`src/rtl/cell_video_scanout_pkg.sv`:
```
// Shared types and helpers for the cell-array video scanout path.
//   value_t      : one cell's video value
//   scan_state_t : scanout FSM encoding
//   idx_w()      : index width for an extent, never less than one bit
package cell_video_scanout_pkg;

  typedef logic [7:0] value_t;

  typedef enum logic {
    ST_IDLE   = 1'b0,
    ST_STREAM = 1'b1
  } scan_state_t;

  localparam logic [15:0] DROP_MAX = 16'hFFFF;

  function automatic int idx_w(input int n);
    return (n > 1) ? $clog2(n) : 1;
  endfunction

endpackage

```
`src/rtl/cell_video_scanout_video_frame_buffer.sv`:
```
// Active and pending frame snapshots plus a combinational pixel read mux.
// Ports:
//   clk         : system clock
//   video_in    : flattened grid video, cell (x,y) at [(y*WIDTH+x)*VALUE_W +: VALUE_W]
//   cap_active  : load video_in into the active frame
//   promote     : copy the pending frame into the active frame
//   cap_pending : load video_in into the pending frame
//   rd_x, rd_y  : read coordinates into the active frame
//   rd_data     : active frame value at (rd_x, rd_y)
// Contents are unreset on purpose; the scanout never presents a pixel
// before a capture has happened.
module video_frame_buffer
  import cell_video_scanout_pkg::*;
#(
  parameter int WIDTH   = 8,
  parameter int HEIGHT  = 8,
  parameter int VALUE_W = 8,
  parameter int XW      = idx_w(WIDTH),
  parameter int YW      = idx_w(HEIGHT)
) (
  input  logic                              clk,
  input  logic [WIDTH*HEIGHT*VALUE_W-1:0]   video_in,
  input  logic                              cap_active,
  input  logic                              promote,
  input  logic                              cap_pending,
  input  logic [XW-1:0]                     rd_x,
  input  logic [YW-1:0]                     rd_y,
  output logic [VALUE_W-1:0]                rd_data
);

  logic [VALUE_W-1:0] active  [HEIGHT][WIDTH];
  logic [VALUE_W-1:0] pending [HEIGHT][WIDTH];

  // A direct capture wins over a promote; the controller never asks for both.
  always_ff @(posedge clk) begin
    for (int y = 0; y < HEIGHT; y++) begin
      for (int x = 0; x < WIDTH; x++) begin
        if (cap_active) begin
          active[y][x] <= video_in[(y*WIDTH+x)*VALUE_W +: VALUE_W];
        end else if (promote) begin
          active[y][x] <= pending[y][x];
        end
        if (cap_pending) begin
          pending[y][x] <= video_in[(y*WIDTH+x)*VALUE_W +: VALUE_W];
        end
      end
    end
  end

  assign rd_data = active[rd_y][rd_x];

endmodule

```
`src/rtl/cell_video_scanout.sv`:
```
// Snapshots the cell array's video on each end-of-generation strobe and
// streams it row-major over a valid/ready pixel link. A pending frame
// buffer absorbs one extra generation; further overruns overwrite it and
// are counted.
// Ports:
//   clk, rst (async, active-low)
//   video_in, frame_done           : grid video and its capture strobe
//   px_data, px_x, px_y, px_last   : pixel beat payload
//   px_valid, px_ready             : beat handshake
//   busy                           : streaming or a pending frame held
//   drop_count                     : saturating count of overwritten pending frames
//
// state     | meaning
// ----------+--------------------------------------------------
// ST_IDLE   | no frame in flight, waiting for frame_done
// ST_STREAM | presenting active frame beats at (x_q, y_q)
module cell_video_scanout
  import cell_video_scanout_pkg::*;
#(
  parameter int WIDTH   = 8,
  parameter int HEIGHT  = 8,
  parameter int VALUE_W = 8,
  parameter int XW      = idx_w(WIDTH),
  parameter int YW      = idx_w(HEIGHT)
) (
  input  logic                              clk,
  input  logic                              rst,
  input  logic [WIDTH*HEIGHT*VALUE_W-1:0]   video_in,
  input  logic                              frame_done,
  output logic [VALUE_W-1:0]                px_data,
  output logic [XW-1:0]                     px_x,
  output logic [YW-1:0]                     px_y,
  output logic                              px_last,
  output logic                              px_valid,
  input  logic                              px_ready,
  output logic                              busy,
  output logic [15:0]                       drop_count
);

  scan_state_t        state_q, state_n;
  logic [XW-1:0]      x_q, x_n;
  logic [YW-1:0]      y_q, y_n;
  logic               pend_q, pend_n;
  logic [15:0]        drop_q, drop_n;
  logic               cap_active, cap_pending, promote;
  logic               fire, at_end;
  logic [VALUE_W-1:0] rd_data;

  video_frame_buffer #(
    .WIDTH   (WIDTH),
    .HEIGHT  (HEIGHT),
    .VALUE_W (VALUE_W),
    .XW      (XW),
    .YW      (YW)
  ) u_fb (
    .clk         (clk),
    .video_in    (video_in),
    .cap_active  (cap_active),
    .promote     (promote),
    .cap_pending (cap_pending),
    .rd_x        (x_q),
    .rd_y        (y_q),
    .rd_data     (rd_data)
  );

  always_ff @(posedge clk or negedge rst) begin
    if (!rst) begin
      state_q <= ST_IDLE;
      x_q     <= '0;
      y_q     <= '0;
      pend_q  <= 1'b0;
      drop_q  <= '0;
    end else begin
      state_q <= state_n;
      x_q     <= x_n;
      y_q     <= y_n;
      pend_q  <= pend_n;
      drop_q  <= drop_n;
    end
  end

  assign at_end = (x_q == XW'(WIDTH-1)) && (y_q == YW'(HEIGHT-1));
  assign fire   = (state_q == ST_STREAM) && px_ready;

  always_comb begin
    state_n     = state_q;
    x_n         = x_q;
    y_n         = y_q;
    pend_n      = pend_q;
    drop_n      = drop_q;
    cap_active  = 1'b0;
    cap_pending = 1'b0;
    promote     = 1'b0;

    case (state_q)
      ST_IDLE: begin
        if (frame_done) begin
          cap_active = 1'b1;
          state_n    = ST_STREAM;
          x_n        = '0;
          y_n        = '0;
        end
      end

      ST_STREAM: begin
        if (fire && at_end) begin
          x_n = '0;
          y_n = '0;
          if (pend_q) begin
            // Old pending moves up; a coincident strobe refills pending
            // without counting a drop.
            promote     = 1'b1;
            cap_pending = frame_done;
            pend_n      = frame_done;
          end else if (frame_done) begin
            cap_active = 1'b1;
          end else begin
            state_n = ST_IDLE;
          end
        end else begin
          if (frame_done) begin
            cap_pending = 1'b1;
            pend_n      = 1'b1;
            if (pend_q && (drop_q != DROP_MAX)) begin
              drop_n = drop_q + 16'd1;
            end
          end
          if (fire) begin
            if (x_q == XW'(WIDTH-1)) begin
              x_n = '0;
              y_n = y_q + 1'b1;
            end else begin
              x_n = x_q + 1'b1;
            end
          end
        end
      end

      default: state_n = ST_IDLE;
    endcase
  end

  // Valid follows the state register directly so reset drops it at once;
  // data is forced to zero whenever no beat is presented.
  assign px_valid   = (state_q == ST_STREAM);
  assign px_data    = px_valid ? rd_data : '0;
  assign px_x       = x_q;
  assign px_y       = y_q;
  assign px_last    = px_valid && at_end;
  assign busy       = px_valid || pend_q;
  assign drop_count = drop_q;

endmodule

```
`config.mk`:
```
export PLATFORM = sky130hd
export DESIGN_NAME = cell_video_scanout
export DESIGN_NICKNAME = d
export VERILOG_FILES = /design/src/rtl/cell_video_scanout_pkg.sv /design/src/rtl/cell_video_scanout_video_frame_buffer.sv /design/src/rtl/cell_video_scanout.sv
export SDC_FILE = /design/constraint.sdc
export NUM_CORES = 1
export LEC_CHECK = 0
export BUFFER_PORTS_ARGS = -buffer_cell sky130_fd_sc_hd__clkbuf_2
export CAP_MARGIN = 10
export CORE_MARGIN = 2
export CORE_UTILIZATION = 50
export CTS_BUF_LIST = sky130_fd_sc_hd__clkbuf_4 sky130_fd_sc_hd__clkbuf_8
export DETAILED_ROUTE_END_ITERATION = 8
export GPL_TIMING_DRIVEN = 0
export MAX_ROUTING_LAYER = met4
export PLACE_DENSITY = 0.75
export SLEW_MARGIN = 20
export SYNTH_ARGS = -nofsm -noshare
export SYNTH_HDL_FRONTEND = slang
export SYNTH_SLANG_ARGS = --single-unit
```
`constraint.sdc`:
```
create_clock -name clk -period 29.1 [get_ports clk]
set_input_delay 1.455 -clock clk [delete_from_list [all_inputs] [get_ports clk]]
set_output_delay 1.455 -clock clk [all_outputs]
set_load 0.03 [all_outputs]
```
# Word-level counts from Yosys, hierarchy flattened
# Memory sizes are Yosys's and may differ from the RTL's.
# Cells that the tools add are included.
dict set report word_totals {
  reg_bits 24
  ram_bits 1024
  in_bits 516
  out_inout_bits 33
  elab_cells 194
  n_memories 2
}
# memory words width rd rd_clocked_by_memory_dff wr line_no
set memory_table {}
lappend memory_table {u_fb.active 8 64 1 0 8 cell_video_scanout_video_frame_buffer.sv:31} ;# logic [VALUE_W-1:0] active [HEIGHT][WIDTH];
lappend memory_table {u_fb.pending 8 64 8 0 8 cell_video_scanout_video_frame_buffer.sv:32} ;# logic [VALUE_W-1:0] pending [HEIGHT][WIDTH];
dict set report op_classes {
  n_addsub 3
  n_lt_le_gt_ge 1
  n_eq_ne 6
  mux 99
  bitwise_logic 67
  n_reduce_logical 11
}
# cell n
set ops {}
lappend ops {{$mux W8} 67}
lappend ops {{$or A1 B1 Y1} 64}
lappend ops {{$bmux W8 S3} 1}
lappend ops {{$mux W3} 7}
lappend ops {{$mux W1} 20}
lappend ops {{$add A16 B1 Y16 const B} 1}
lappend ops {{$ne A16 B16 Y1 const B} 1}
lappend ops {{$pmux W3 S2} 2}
lappend ops {{$add A3 B1 Y3 const B} 2}
lappend ops {{$eq A3 B3 Y1 const B} 2}
lappend ops {{$ne A3 B1 Y1 const B} 2}
lappend ops {{$logic_and A1 B1 Y1} 5}
lappend ops {{$ge A4 B4 Y1 const B} 1}
lappend ops {{$not A3 Y4} 1}
lappend ops {{$pmux W1 S2} 2}
lappend ops {{$reduce_and A2 Y1} 2}
lappend ops {{$reduce_and A4 Y1} 1}
lappend ops {{$reduce_and A3 Y1} 1}
lappend ops {{$ne A2 B2 Y1 const B} 1}
lappend ops {{$not A1 Y1} 2}
lappend ops {{$reduce_bool A2 Y1} 1}
lappend ops {{$logic_or A1 B1 Y1} 1}

# Longest topological paths before layout
# Gate-level depths: netlist (run 1).
dict set report depth {
  depth_word 9
  ltp_mapped 10
  ltp_nobuf 7
}

# Hierarchy
# Synthesis (run 1) repeated with hierarchy kept, for this count alone.
dict set report hier_totals {
  cells_unflattened 2024
  area_unflattened_um2 42235.5
}
# mod instances cells_per_inst area_per_inst_um2 seq_area_each_um2
set by_module_without_submodules {}
lappend by_module_without_submodules {video_frame_buffer 1 1891 40890.5 30749.5}
lappend by_module_without_submodules {cell_video_scanout 1 133 1345.0 600.6}

# Worst setup path after synthesis (run 1)
# OpenSTA, ideal clock, no wires.
dict set report synth_timing {
  path_type {input -> register}
  start {input port frame_done}
  end {memory u_fb.active[0][0] in the netlist's numbering (enable)}
  setup_time_ps 1564
  arrival_ps 26317
  required_time_ps 27536
  slack_ps 1219
  cell_stages 3
  n_path_buf 1
  path_cell_list {clkbuf_1 -> nor2_1 -> a21oi_1}
}
# element line_no
set synth_lines {}
lappend synth_lines {{from (decl)} cell_video_scanout.sv:29} ;# input logic frame_done,
lappend synth_lines {{to (decl)} cell_video_scanout_video_frame_buffer.sv:31}

# Worst setup path in the final report (run 1)
dict set report layout_timing {
  start {register y_q[2] (netlist: px_y[2])}
  end {output port px_data[2]}
}
dict set report layout_between {
  elab_chain_len 5
}
# element line_no
set layout_rtl {}
lappend layout_rtl {{from (decl)} cell_video_scanout.sv:42} ;# logic [YW-1:0] y_q, y_n;
lappend layout_rtl {{from (signal assigned)} cell_video_scanout.sv:76} ;# y_q <= y_n;
lappend layout_rtl {{$mem_v2 Z8 W64} -}
lappend layout_rtl {{$bmux W8 S3} cell_video_scanout_video_frame_buffer.sv:50} ;# assign rd_data = active[rd_y][rd_x];
lappend layout_rtl {{$mux W8 (implied by the code) (2 in a row)} cell_video_scanout_video_frame_buffer.sv:50}
lappend layout_rtl {{$mux W8} cell_video_scanout.sv:146} ;# assign px_data = px_valid ? rd_data : '0;
lappend layout_rtl {{to (decl)} cell_video_scanout.sv:30} ;# output logic [VALUE_W-1:0] px_data,
# No other way between the ends. The select of a mux whose other input is x is not followed.

==> results of run 1 <==
[power breakdown]
part / total, W / internal [W] / switching (W)
logic: 0.000649 / 0.000245 / 0.000404
registers: 0.00176 / 0.00174 / 0.0000249
clock network: 0.00128 / 0.000683 / 0.000598
total: 0.00369 / 0.00266 / 0.00103
[worst max-delay path, delay by kind of cell (launching register included)]
kind | cells | cell delay (ns)
buffers and inverters | 4 | 2.03
AO/OA/AOI/OAI | 3 | 0.92
multiplexers | 1 | 0.63
flip-flops | 1 | 0.51
[per-stage QoR]
step                      TNS [ns]  std cells  setup WS [ns]
after floorplan                  0       2043           1.22
after global placement    -4917.49       3724          -9.66
after detailed placement         0       3764          23.48
after CTS                        0       4059          22.56
after global routing             0       4105          22.62
final                            0       4111          22.68
[logic make-up (layout without fill, tap and decap cells)]
logic type / count (synthesis) / count (layout) / share of synthesized area
adder cells (fa/ha/maj): 5 / 5 / 0.00148
AO/OA/AOI/OAI: 77 / 77 / 0.0132
flip-flops: 1048 / 1048 / 0.741
AND/OR/NAND/NOR: 91 / 91 / 0.0101
XOR/XNOR: 12 / 12 / 0.00248
buffers and inverters: 114 / 996 / 0.0151
multiplexers: 696 / 696 / 0.217
other: 0 / 52 / 0
[sequential cells by signal, indices dropped and copies added (netlist names)]
signal        flops
pend_q            1
px_x              3
px_valid          1
u_fb.active     512
px_y              3
drop_count       16
u_fb.pending    512
[per-layer routing]
metal	vias to the layer above	track usage	part of all wire
met5	-	-	0
met4	0	0.103	0.031
met3	222	0.0766	0.092
met2	1257	0.465	0.48
met1	12200	0.382	0.39
li1	9975	-	-
[layout by cell type, fill, tap and decap left out, types with 35 or more instances in the layout]
cell type / count
sky130_fd_sc_hd__mux2i_1: 48
sky130_fd_sc_hd__diode_2: 52
sky130_fd_sc_hd__edfxtp_1: 1024
sky130_fd_sc_hd__mux2_2: 525
sky130_fd_sc_hd__clkbuf_4: 49
sky130_fd_sc_hd__clkbuf_2: 550
sky130_fd_sc_hd__clkinv_1: 35
sky130_fd_sc_hd__buf_2: 55
sky130_fd_sc_hd__mux4_2: 118
sky130_fd_sc_hd__clkbuf_8: 171
[final cells by class]
class | instances | area [um2] | share of cell area
well taps | 1134 | 1420 | 0.0278
multi-input cells | 881 | 10400 | 0.203
plain buffers | 105 | 608 | 0.0119
diodes | 52 | 130 | 0.00255
clock inverters | 75 | 603 | 0.0118
clock buffers | 220 | 2720 | 0.0534
repair buffers | 587 | 3770 | 0.0739
flip-flops and latches | 1048 | 31400 | 0.615
inverters | 9 | 33.8 | 0.000663
[worst paths after layout]
check | startpoint | endpoint | cells after the start
max | px_y[2]$_DFFE_PN0P_ | px_data[2] | 8
min | drop_count[7]$_DFFE_PN0P_ | drop_count[7]$_DFFE_PN0P_ | 1
max reg2reg | px_x[1]$_DFFE_PN0P_ | u_fb.active[4][54]$_DFFE_PP_ | 8
min reg2reg | drop_count[7]$_DFFE_PN0P_ | drop_count[7]$_DFFE_PN0P_ | 1
max in group asynchronous | rst | drop_count[10]$_DFFE_PN0P_ | 1
min in group asynchronous | rst | drop_count[13]$_DFFE_PN0P_ | 1
==> metrics.md, run 1 <==
| Metric | Value |
|---|---|
| Average wire per standard cell | 30.6 um |
| Initial core utilization | 0.506 |
| Synth cell count leaders | sky130_fd_sc_hd__edfxtp_1, sky130_fd_sc_hd__mux2_2, sky130_fd_sc_hd__mux4_2 |
| Number of distinct library cells after synthesis | 51 |
| Post-route DRC violation count | 0 |
| Critical Path RT | 27.65 ns |
| Design Power | 0.00369 W |
| RSZ-0062 raised after global routing | no |
| Clock period minus final worst setup slack | roughly 6.4 ns |
| Share of Yosys cell area claimed by the top area cell type | 0.727 |
| Crit path top cell by count | sky130_fd_sc_hd__o21ai_0 |
| Number of vias in the routed layout | roughly 24000 |
| Worst path cell trace | buf_4 -> clkbuf_1 -> buf_4 -> mux2i_1 -> o21ai_0 -> o21ai_0 -> o21ai_0 -> clkbuf_2 |
| Static Leak | around 19 nW |
| Worst max-slew margin expressed relative to the limit | 0.250 |
| Port-buffer cells | 547 |
| Vert. Die Dim | 295 um |
| Master cell of the clock root buffer | sky130_fd_sc_hd__clkbuf_8 |
| Slew at the pin closest to its max-slew limit | around 1.1 ns |
| Worst hold slack | 0.494 ns |
| Period Utilization, post-route | 0.220 |
| Source-to-sink clock delay at the later pin of the worst-skew pair | 0.84 ns |
| Htree depth | 4 |
| Fraction of layout instances using a drive strength above 1 | 0.542 |
| Total length of routed wires | 126000 um |
| Async SR Flop Fraction | 0.0229 |
| Post-CTS setup buffers | 0 |
| Endpoints failing setup | 0 |
| Critical Setup Path Class | reg -> out |
| Remaining number of nets flagged by the antenna check after routing | 0 |
| Peak ir drop on the vdd network | 0.0765 mV |
| Startpoint types | flip-flop |
| Tot GR Track Use | 0.298 |
| Layout Utilization | 0.609 |
| Result of the run | finished clean |
| Number of rows in the core area | 106 |
| Number of buffers on the longest clock path | 3 |
| Most frequently used flop master after synthesis | sky130_fd_sc_hd__edfxtp_1 |
| Crit-path max FO | 10 |
| Via count of the first global-routing pass | 24600 |
| Horizontal die dimension | approximately 290 um |
| Max-slew violations | 0 |
| HPWL after detailed placement | between 80000 and 90000 um |
| CP endpoint kind | primary output |
| Number of buffers added by the clock tree synthesis step | 169 |
| Net count, final | 3322 |
| Max cap viols | 0 |
| CTS tree | built |
| Number of flops mapped to enable cells by yosys | 1024 |
| Areal power density over the cells | 72.4 mW/mm2 |
| Number of storage elements in the synthesis netlist | 1048 |
| Syn Inst Count | 2043 |
| Library cell occupying the most area in the post-synthesis netlist | sky130_fd_sc_hd__edfxtp_1 |
| Number of I/O pins | between 500 and 600 |
| Sequential share of the synthesized area | 0.741 |
| Overflow left after global routing | 0 |
| Hold Crit Class | reg -> reg |
| Initial antenna violation count | 48 |
| Crit path DAT | 4.96 ns |
| Post_cts resized | 0 |
| Count of endpoints failing hold in the final timing report | 0 |
| Synthesized net count | 2564 |
| Vias per cell | 5.76 |
| Clock net sink count | about 1000 |
| Most frequently used cell type in the post-synthesis netlist | sky130_fd_sc_hd__edfxtp_1 |
| Mapped cell area | 0.0423 mm2 |
| GPL Wtd Cong | 0.859 |
| Full die area | 0.0870 mm2 |
| Worst path slowest cell | sky130_fd_sc_hd__clkbuf_1 |
| Average footprint of a synthesized cell | 20.7 um2 |
| DRT Pass-1 Iters | 5 |
| Final-layout fill cell count | approximately 6000 |
| Worst-case clock skew | 0.0369 ns |
| Total cell area at the placement stage | 0.0475 mm2 |
| Final cell area excluding filler cells | just over 0.05 mm2 |
| Core Area | roughly 0.084 mm2 |
| Detailed Route Iter0 Violations | between 2000 and 3000 |
| Total of hold buffers inserted after clock tree synthesis | 0 |
| Max Clk Rate | approximately 0.16 GHz |
| Slowest cell delay on critical path | 0.86 ns |
| Register-to-register path setup slack | 25.40 ns |
| Leading cell types by total area after synthesis | sky130_fd_sc_hd__edfxtp_1, sky130_fd_sc_hd__mux2_2, sky130_fd_sc_hd__mux4_2 |
| Clock transition at the registers of the reported paths | 0.07 ns |
| Area overhead of the layout relative to synthesis | 20.5% |
| Wire length of the first global-routing pass | about 170000 um |
| Ys Warns | 0 |
| Maximum number of pins on one net before global-route repair | between 50 and 60 |
Power figures use the tool's default switching activity.
==> run 2, diff against run 1 <==
PLACE_DENSITY = 0.77   (was 0.75)
clock period = 5.4 ns   (was 29.1 ns; I/O delays follow)
==> run 2 against run 1 <==
Compared with the run above: sequential power rose to 5.4 times the previous value; register-to-register slack got worse by 24 ns; worst setup slack got worse by 22 ns; routed wire length increased by 12%; combinational power rose to 6.0 times the previous value; sequential cell count unchanged; die area did not move; first-iteration DRC count up 9.9%; design area up 10%; critical path type unchanged; largest cell class unchanged; largest power group unchanged; highest routed layer unchanged.
==> metrics.md, run 2 (same netlist as run 1, synthesis figures left out) <==
| Metric | Value |
|---|---|
| Result of the run | finished clean |
| Clock net sink count | 1048 |
| Detailed Route Iter0 Violations | 2845 |
| Critical Path RT | just over 5 ns |
| Slowest cell delay on critical path | 0.82 ns |
| Critical Setup Path Class | reg -> out |
| Worst path slowest cell | sky130_fd_sc_hd__clkbuf_1 |
| Areal power density over the cells | ~360 mW/mm2 |
| Wire length of the first global-routing pass | 196000 um |
| Number of buffers added by the clock tree synthesis step | 170 |
| Met1 global-route usage | 0.401 |
| Period Utilization, post-route | 0.938 |
| Peak ir drop on the vdd network | 0.312 mV |
| Fraction of layout instances using a drive strength above 1 | 0.463 |
| Worst max-slew margin expressed relative to the limit | 0.268 |
| Count of endpoints failing hold in the final timing report | 0 |
| Leading cell type in the layout, fill and taps excluded | sky130_fd_sc_hd__edfxtp_1 |
| Average wire per standard cell | 30.6 um |
| Combinational power share | 0.192 |
| Max Clk Rate | 0.197 GHz |
| Total length of routed wires | 141000 um |
| Hold Crit Class | in -> reg |
| Worst-case clock skew | 0.0426 ns |
| Port-buffer cells | 547 |
| Initial antenna violation count | 37 |
| Htree depth | 4 |
| Overflow left after global routing | 0 |
| Horizontal die dimension | 295 um |
| CTS tree | built |
| Worst Path Buf+Inv | 4 |
| RSZ-0062 raised after global routing | no |
| Tot GR Track Use | 0.333 |
| Vias per cell | 5.88 |
| Number of vias in the routed layout | 27100 |
| Static Leak | slightly above 20 nW |
| Number of I/O pins | 549 |
| Initial core utilization | 0.506 |
| GPL Wtd Cong | 0.905 |
| Crit-path max FO | 10 |
| Remaining number of nets flagged by the antenna check after routing | 0 |
| CP endpoint kind | primary output |
| Master cell of the clock root buffer | sky130_fd_sc_hd__clkbuf_8 |
| Maximum number of pins on one net before global-route repair | 57 |
| Startpoint types | flip-flop |
| Clock network fraction of total power | 0.340 |
| Switching component of the power | 0.00584 W |
| Net count, final | 3836 |
| Worst path cell trace | buf_4 -> clkbuf_1 -> buf_4 -> mux2i_1 -> o21ai_0 -> o21ai_0 -> o21ai_0 -> clkbuf_2 |
| Via count of the first global-routing pass | 28700 |
| Source-to-sink clock delay at the later pin of the worst-skew pair | 0.86 ns |
| Internal power component | 0.0145 W |
| Slew at the pin closest to its max-slew limit | 1.10 ns |
| Number of rows in the core area | 106 |
| Design Power | 0.0203 W |
| Storage element area | between 0.03 and 0.04 mm2 |
| DRT Pass-1 Iters | 8 |
| Core Area | 0.0837 mm2 |
| Share of total power consumed by net switching | 0.287 |
| Most frequent cells in the layout | sky130_fd_sc_hd__edfxtp_1, sky130_fd_sc_hd__clkbuf_2, sky130_fd_sc_hd__mux2_2 |
| Clock transition at the registers of the reported paths | 0.07 ns |
| Number of buffers on the longest clock path | 3 |
| Cell class contributing the biggest share of worst-path delay | buffers and inverters |
| Multi-input logic area | about 0.010 mm2 |
| Max-slew violations | 0 |
| Crit path top cell by count | sky130_fd_sc_hd__o21ai_0 |
| Post-route DRC violation count | 0 |
| Peak-usage layer in the global routing report | met2 |
| Vert. Die Dim | 295 um |
| Total Neg Setup Slack | 0 ns |
| Max cap viols | 0 |
| HPWL after detailed placement | approximately 88000 um |
| Area overhead of the layout relative to synthesis | 32.6% |
| Full die area | about 0.087 mm2 |
| Met3 capacity usage during global routing | 0.0714 |
| Final-layout fill cell count | about 5200 |
| Met2 demand-to-capacity share in global routing | 0.537 |
| Crit path DAT | roughly 4.8 ns |
| Post_cts resized | 0 |
| Endpoints failing setup | 0 |
| Clock period minus final worst setup slack | between 5 and 6 ns |
| Sequential fraction of design power | 0.468 |
[run 2: worst register-to-register path, stage by stage, from the launching register on]
cell                        delay (ns)
sky130_fd_sc_hd__dfrtp_2          0.46
sky130_fd_sc_hd__ha_4             0.19
sky130_fd_sc_hd__ha_4             0.16
sky130_fd_sc_hd__and3_4           0.18
sky130_fd_sc_hd__clkbuf_16        0.15
sky130_fd_sc_hd__nand3_1          0.29
sky130_fd_sc_hd__clkbuf_1         0.86
sky130_fd_sc_hd__buf_2            0.57
sky130_fd_sc_hd__mux2_2           0.40
[run 2: path summary, 6_finish.rpt]
check,slack [ns],end,startpoint,cells past startpoint
worst max-delay path,0.33,px_data[2],px_y[2]$_DFFE_PN0P_,8
worst min-delay path,0.13,pend_q$_DFFE_PN0P_,px_ready,5
worst max register to register,1.88,u_fb.active[1][44]$_DFFE_PP_,px_y[1]$_DFFE_PN0P_,8
worst min register to register,0.53,drop_count[11]$_DFFE_PN0P_,drop_count[11]$_DFFE_PN0P_,1
max in group asynchronous,4.73,px_x[0]$_DFFE_PN0P_,rst,4
min in group asynchronous,0.48,drop_count[13]$_DFFE_PN0P_,rst,4
[run 2: layer usage]
layer | share of wire | up-vias
met5 | 0 | -
met4 | 0.050 | 0
met3 | 0.087 | 425
met2 | 0.49 | 1908
met1 | 0.37 | 13800
li1 | - | 11000
[run 2: final cells by class]
| cell class | count | area share |
|---|---|---|
| clock buffer | 221 | 0.0486 |
| inverter | 9 | 0.000602 |
| timing repair buffer | 1100 | 0.159 |
| antenna | 45 | 0.00201 |
| tap | 1134 | 0.0253 |
| clock inverter | 73 | 0.00894 |
| multi-input combinational | 881 | 0.186 |
| buffer | 105 | 0.0112 |
| sequential | 1048 | 0.559 |
[run 2: power groups by stage]
stage / combinational [W] / sequential (W) / clock [W]
after global routing: 0.00405 / 0.00954 / 0.00728
after floorplan: 0.00182 / 0.00979 / 0
after detailed placement: 0.00352 / 0.00967 / 0
after CTS: 0.00386 / 0.00950 / 0.00682
after global placement: 0.00340 / 0.00978 / 0
final: 0.00390 / 0.00952 / 0.00690
[run 2: timing repair]
item                      4_1_cts  5_1_grt
setup buffers                   0        0
hold endpoints to repair     1053        0
hold buffers                  516        0
[run 2: metrics by stage]
stage / cell area [um2] / util / setup slack [ns] / hold slack (ns) / std cells
finish: 56100 / 0.670 / 0.333 / 0.126 / 4616
global route: 56100 / 0.670 / 0.278 / 0.121 / 4607
CTS: 56000 / 0.669 / 0.278 / 0.0572 / 4571
detailed placement: 47600 / 0.569 / 1.20 / 0.330 / 3761
global placement: 46600 / 0.557 / -8.01 / 0.306 / 3724
floorplan: 42400 / - / -4.62 / -0.0256 / 2043
